### src/rtl/bus_arbiter_if.sv
// Shared-bus arbitration signals: requests and bus strobes from the masters,
// grant and status back from the arbiter.
interface bus_arbiter_if #(
    parameter int nrOfMasters = 4
);
    logic [nrOfMasters-1:0] requestBus;
    logic [nrOfMasters-1:0] busGrant;
    logic                   beginTransactionIn;
    logic                   endTransactionIn;
    logic                   busErrorIn;
    logic [2:0]             grantedId;
    logic                   busActive;
    logic                   timeoutPulse;

    modport master (
        output requestBus,
        output beginTransactionIn,
        output endTransactionIn,
        output busErrorIn,
        input  busGrant,
        input  grantedId,
        input  busActive,
        input  timeoutPulse
    );

    modport slave (
        input  requestBus,
        input  beginTransactionIn,
        input  endTransactionIn,
        input  busErrorIn,
        output busGrant,
        output grantedId,
        output busActive,
        output timeoutPulse
    );
endinterface

### src/rtl/bus_arbiter.sv
// Round-robin shared-bus arbiter with one turnaround cycle between owners.
// Define ARBITER_TIMEOUT_EN to revoke grants whose begin never arrives.
module bus_arbiter #(
    parameter int nrOfMasters   = 4,
    parameter int timeoutCycles = 32
) (
    input  logic         clock,
    input  logic         reset,
    bus_arbiter_if.slave bus
);
    localparam logic [1:0] IDLE    = 2'd0;
    localparam logic [1:0] GRANTED = 2'd1;
    localparam logic [1:0] BUSY    = 2'd2;
    localparam logic [1:0] RELEASE = 2'd3;

    logic [1:0]             state;
    logic [2:0]             last_grant;
    logic [2:0]             granted_id;
    logic [nrOfMasters-1:0] grant;
    logic                   active;
    logic [7:0]             req_pad;
    logic [2:0]             win_id;
    logic                   win_any;
    logic [nrOfMasters-1:0] win_oh;
    logic                   done;
    logic                   held;
    logic                   expired;

    assign req_pad = 8'(bus.requestBus);
    assign win_oh  = {{(nrOfMasters-1){1'b0}}, 1'b1} << win_id;
    assign done    = bus.endTransactionIn | bus.busErrorIn;
    assign held    = req_pad[granted_id];

    // Scan lastGrant+1 .. lastGrant+nrOfMasters, wrapping at nrOfMasters.
    always_comb begin
        logic [3:0] idx;
        idx     = '0;
        win_any = 1'b0;
        win_id  = '0;
        for (int i = 1; i <= nrOfMasters; i++) begin
            idx = {1'b0, last_grant} + 4'(i);
            if (idx >= 4'(nrOfMasters))
                idx = idx - 4'(nrOfMasters);
            if (!win_any && req_pad[idx[2:0]]) begin
                win_any = 1'b1;
                win_id  = idx[2:0];
            end
        end
    end

`ifdef ARBITER_TIMEOUT_EN
    localparam int CW = (timeoutCycles > 2) ? $clog2(timeoutCycles) : 1;

    logic [CW-1:0] wd_cnt;
    logic          pulse;

    assign expired = (wd_cnt == CW'(timeoutCycles - 1));

    always_ff @(posedge clock or negedge reset) begin
        if (!reset) begin
            wd_cnt <= '0;
            pulse  <= 1'b0;
        end else begin
            pulse <= (state == GRANTED) && expired && held &&
                     !bus.beginTransactionIn;
            if (state == GRANTED && !expired)
                wd_cnt <= wd_cnt + 1'b1;
            else
                wd_cnt <= '0;
        end
    end

    assign bus.timeoutPulse = pulse;
`else
    logic unused_cfg;

    assign expired          = 1'b0;
    assign unused_cfg       = 1'(timeoutCycles);
    assign bus.timeoutPulse = 1'b0;
`endif

    always_ff @(posedge clock or negedge reset) begin
        if (!reset) begin
            state      <= IDLE;
            last_grant <= 3'(nrOfMasters - 1);
            granted_id <= '0;
            grant      <= '0;
            active     <= 1'b0;
        end else begin
            unique case (state)
                IDLE, RELEASE: begin
                    if (win_any) begin
                        state      <= GRANTED;
                        grant      <= win_oh;
                        granted_id <= win_id;
                        last_grant <= win_id;
                    end else begin
                        state <= IDLE;
                    end
                end
                GRANTED: begin
                    if (bus.beginTransactionIn && !done) begin
                        state  <= BUSY;
                        active <= 1'b1;
                    end else if (bus.beginTransactionIn || !held || expired) begin
                        state      <= RELEASE;
                        grant      <= '0;
                        granted_id <= '0;
                    end
                end
                BUSY: begin
                    if (done) begin
                        state      <= RELEASE;
                        grant      <= '0;
                        granted_id <= '0;
                        active     <= 1'b0;
                    end
                end
                default: state <= IDLE;
            endcase
        end
    end

    assign bus.busGrant  = grant;
    assign bus.grantedId = granted_id;
    assign bus.busActive = active;
endmodule

### src/flat_wrapper.sv
// flat-port wrapper written by rule: the top's interface ports become plain ports
module bus_arbiter_flat 
#(
    parameter int nrOfMasters   = 4,
    parameter int timeoutCycles = 32
)
  (clock, reset, bus_requestBus, bus_beginTransactionIn, bus_endTransactionIn, bus_busErrorIn, bus_busGrant, bus_grantedId, bus_busActive, bus_timeoutPulse);
  bus_arbiter_if #(.nrOfMasters(nrOfMasters)) bus_i ();
  input  logic clock;
  input  logic reset;
  input wire logic [$bits(bus_i.requestBus)-1:0] bus_requestBus;
  input wire logic [$bits(bus_i.beginTransactionIn)-1:0] bus_beginTransactionIn;
  input wire logic [$bits(bus_i.endTransactionIn)-1:0] bus_endTransactionIn;
  input wire logic [$bits(bus_i.busErrorIn)-1:0] bus_busErrorIn;
  output wire logic [$bits(bus_i.busGrant)-1:0] bus_busGrant;
  output wire logic [$bits(bus_i.grantedId)-1:0] bus_grantedId;
  output wire logic [$bits(bus_i.busActive)-1:0] bus_busActive;
  output wire logic [$bits(bus_i.timeoutPulse)-1:0] bus_timeoutPulse;
  assign bus_i.requestBus = bus_requestBus;
  assign bus_i.beginTransactionIn = bus_beginTransactionIn;
  assign bus_i.endTransactionIn = bus_endTransactionIn;
  assign bus_i.busErrorIn = bus_busErrorIn;
  assign bus_busGrant = bus_i.busGrant;
  assign bus_grantedId = bus_i.grantedId;
  assign bus_busActive = bus_i.busActive;
  assign bus_timeoutPulse = bus_i.timeoutPulse;
  bus_arbiter #(.nrOfMasters(nrOfMasters), .timeoutCycles(timeoutCycles)) u_core (.clock(clock), .reset(reset), .bus(bus_i));
endmodule
### config.mk
export PLATFORM = sky130hd
export DESIGN_NAME = bus_arbiter_flat
export DESIGN_NICKNAME = d
export VERILOG_FILES = /design/src/rtl/bus_arbiter_if.sv /design/src/rtl/bus_arbiter.sv /design/src/flat_wrapper.sv
export SDC_FILE = /design/constraint.sdc
export NUM_CORES = 1
export LEC_CHECK = 0
export ABC_CLOCK_PERIOD_IN_PS = 2900
export BUFFER_PORTS_ARGS = -buffer_cell sky130_fd_sc_hd__buf_2
export CAP_MARGIN = 25
export CORE_MARGIN = 4
export CORE_UTILIZATION = 53
export DETAILED_ROUTE_END_ITERATION = 7
export PLACE_DENSITY = 0.8
export REMOVE_ABC_BUFFERS = 1
export SYNTH_ARGS = -nofsm -noshare
export SYNTH_HDL_FRONTEND = slang
export SYNTH_SLANG_ARGS = --single-unit
### constraint.sdc
create_clock -name clock -period 2.9 [get_ports clock]
set_input_delay 0.435 -clock clock [delete_from_list [all_inputs] [get_ports clock]]
set_output_delay 0.435 -clock clock [all_outputs]
set_load 0.005 [all_outputs]
==> reports/results.ini <==
[worst_setup_path]
path_buf_inv = 1
critical_path_class = reg -> reg
reg2reg_from = u_core.last_grant[1]$_DFFE_PN1P_
crit_arrival_ns = 2.72
path_cells = inv_2 -> ha_1 -> mux4_2 -> o211ai_1 -> a21boi_2 -> or3_1 -> o31ai_1
crit_slowest_cell = dfstp_2
ff2ff_setup_slack_ns = 0.37
slowest_delay_ns = 0.59
cp_data_required_time_ns = 3.09
rr_worst_depth = 7
crit_fanout = 6
setup.worst_path.start_class = register
r2r_end = u_core.bus.busGrant[0]$_DFFE_PN0P_
crit_family = flip-flops
endpoint_kind = register

[timing]
min_period_ns = 2.53
report.final.slew_viol_count = 0
setup-violations-final = 0
skew_ns = 0.00369
fmax_mhz = 396
fin_crit_sh_pct = 87.2
setup_tns_ns = 0
rsz0062_at_grt = false
hold_viol_final = 0

[drt]
wl_per_cell_um = 14.8
first_iter_violations = 32
drtAntennaViolNets = 0
routed_wl_mm = 2.04
firstDrtPassIters = 4
drc_errors = 0
viasPerCell = 6.01
vias = 830

[floorplan]
dieWidth_um = 50.4
core_um2 = 1710
die-area_um2 = 2540
top_level_ports = 18
rows = 15
die_y_um = 50.4
initial_core_util_pct = 55.8

[synth]
synth_top_area_share_pct = 28.9
synthFlopType = dfrtp_1
synth.area.top_cells = dfrtp_1 29%, dfstp_2 5.5%, ha_1 5.2%, mux2_1 4.7%, mux4_2 4.7%
ys_ff_latch = 13
syn_inst = 94
yosysWarnings = 0
async_reset_ff_share_pct = 100
synth_area_um2 = 953
yosysSeqAreaShare_pct = 34.4
synth_cell_types = 45
synth_enable_flop_cells = 0
avgSynthCellArea_um2 = 10.1
synth_top_cell_by_area = dfrtp_1

[power_and_ir_drop]
ir_drop_v = 0.000568
p_leak_nw = 0.515
power_density_nw_per_um2 = 598

[global_routing]
first_global_vias = 810
grt.overflow.total = 0
antenna_found_initial = 0
grt_pass1_wl_mm = 3.61
grt_start_max_net_pins = 14
grt_use_total_pct = 18.8

[min_path]
hp-class = in -> async

[clock_network]
clock-sinks = 13
cts_resized = 0
cts_tree = yes
clk_latency_ns = 0.29
hold_buffers = 0
cts_buffer_depth = 2
clkTransAtPathRegs_ns = 0.08
ctsHtreeMaxLevel = 1
post_cts_buffers = 0
cts_inserted_buffers = 3
cts_root_buf = clkbuf_4

[finish]
nets = 127
drive_gt1_share_pct = 29.2
fin_cells = 138
final_cell_mix = 16 x buf_2, 11 x dfrtp_1, 8 x nand2_1, 7 x inv_1, 5 x o21ai_0
area_growth_pct = 13.6
layout_commonest_cell = buf_2
n_antenna_cell = 0

[placed_design]
routabilityCongestion = 0.933
post-dp-hpwl_mm = 1.60
placedCellCount = 134
port_buffers = 16

[run]
maxCapViolations = 0

[run_status]
status = finished, final reports clean

-- cells by family (layout without fill, tap and decap cells) --
| kind of cell | Yosys count | count (layout) | synth area share [%] |
|---|---|---|---|
| other cells | 1 | 1 | 0.393 |
| fa+ha+maj | 4 | 4 | 5.25 |
| mux | 10 | 10 | 16.0 |
| flops | 13 | 13 | 34.4 |
| compound gates | 34 | 34 | 25.9 |
| buf+inv | 10 | 29 | 4.72 |
| simple gates | 22 | 22 | 13.4 |
-- through the flow --
stage	cell area, um2	power (mW)	hold slack, ns	setup slack (ns)	util [%]
after global placement	1060	0.529	0.336	0.456	61.9
after detailed placement	1060	0.535	0.340	0.420	61.9
after global routing	1080	0.701	0.0413	0.180	63.4
final	1080	0.648	0.0263	0.372	63.4
after CTS	1080	0.651	0.0334	0.388	63.4
after floorplan	938	0.455	0.139	0.462	-
-- how the worst max path moves through the flow --
stage / startpoint / to / slack [ns] / depth (start not counted)
final: u_core.last_grant[1]$_DFFE_PN1P_ / u_core.bus.busGrant[0]$_DFFE_PN0P_ / 0.37 / 7
after global routing: u_core.last_grant[1]$_DFFE_PN1P_ / u_core.bus.busGrant[2]$_DFFE_PN0P_ / 0.18 / 7
after CTS: u_core.last_grant[1]$_DFFE_PN1P_ / u_core.bus.busGrant[0]$_DFFE_PN0P_ / 0.39 / 7
after detailed placement: u_core.last_grant[1]$_DFFE_PN1P_ / u_core.bus.busGrant[0]$_DFFE_PN0P_ / 0.42 / 7
after global placement: u_core.last_grant[1]$_DFFE_PN1P_ / u_core.bus.busGrant[0]$_DFFE_PN0P_ / 0.46 / 7
after floorplan: u_core.last_grant[0]$_DFFE_PN1P_ / u_core.bus.busGrant[0]$_DFFE_PN0P_ / 0.46 / 7
-- synth_stat cells, types with 2 or more instances --
cell type,number
o211ai_1,2
dfstp_2,2
mux2_1,4
o21ai_0,5
o21ai_1,3
o31ai_1,4
o2bb2ai_1,2
nor2_1,3
a31oi_1,2
buf_4,2
inv_1,7
ha_1,4
dfrtp_1,11
a21oi_1,3
o22ai_1,2
nand2_1,8
mux4_2,2
-- power breakdown --
part / internal, mW / leakage [nW] / total [mW] / switching (mW)
sequential: 0.213 / 0.161 / 0.230 / 0.0173
combinational: 0.136 / 0.339 / 0.302 / 0.167
clock: 0.0535 / 0.0150 / 0.116 / 0.0621
total: 0.402 / 0.515 / 0.648 / 0.246
-- per-layer routing --
layer	wire, um	share of wire, %	global-route usage [%]	up-vias
met3	100	4.9	4.75	5
met4	37	1.8	7.62	0
met5	0	0	0	-
li1	-	-	-	397
met1	919	45	23.8	406
met2	980	48	30.4	22
-- state kept, by name, summed over array words and instances (netlist names) --
name and flops:
u_core.bus.grantedId 3, u_core.state 2, u_core.last_grant 3, u_core.bus.busGrant 4, u_core.bus.busActive 1
-- final cells by class --
cell class                 instances  area, um2
clock buffer                       4       26.3
inverter                           8       30.0
timing repair buffer              17       87.6
multi-input combinational         71        581
tap                               25       31.3
fill                             136        624
sequential                        13        328
Power figures use the tool's default switching activity.
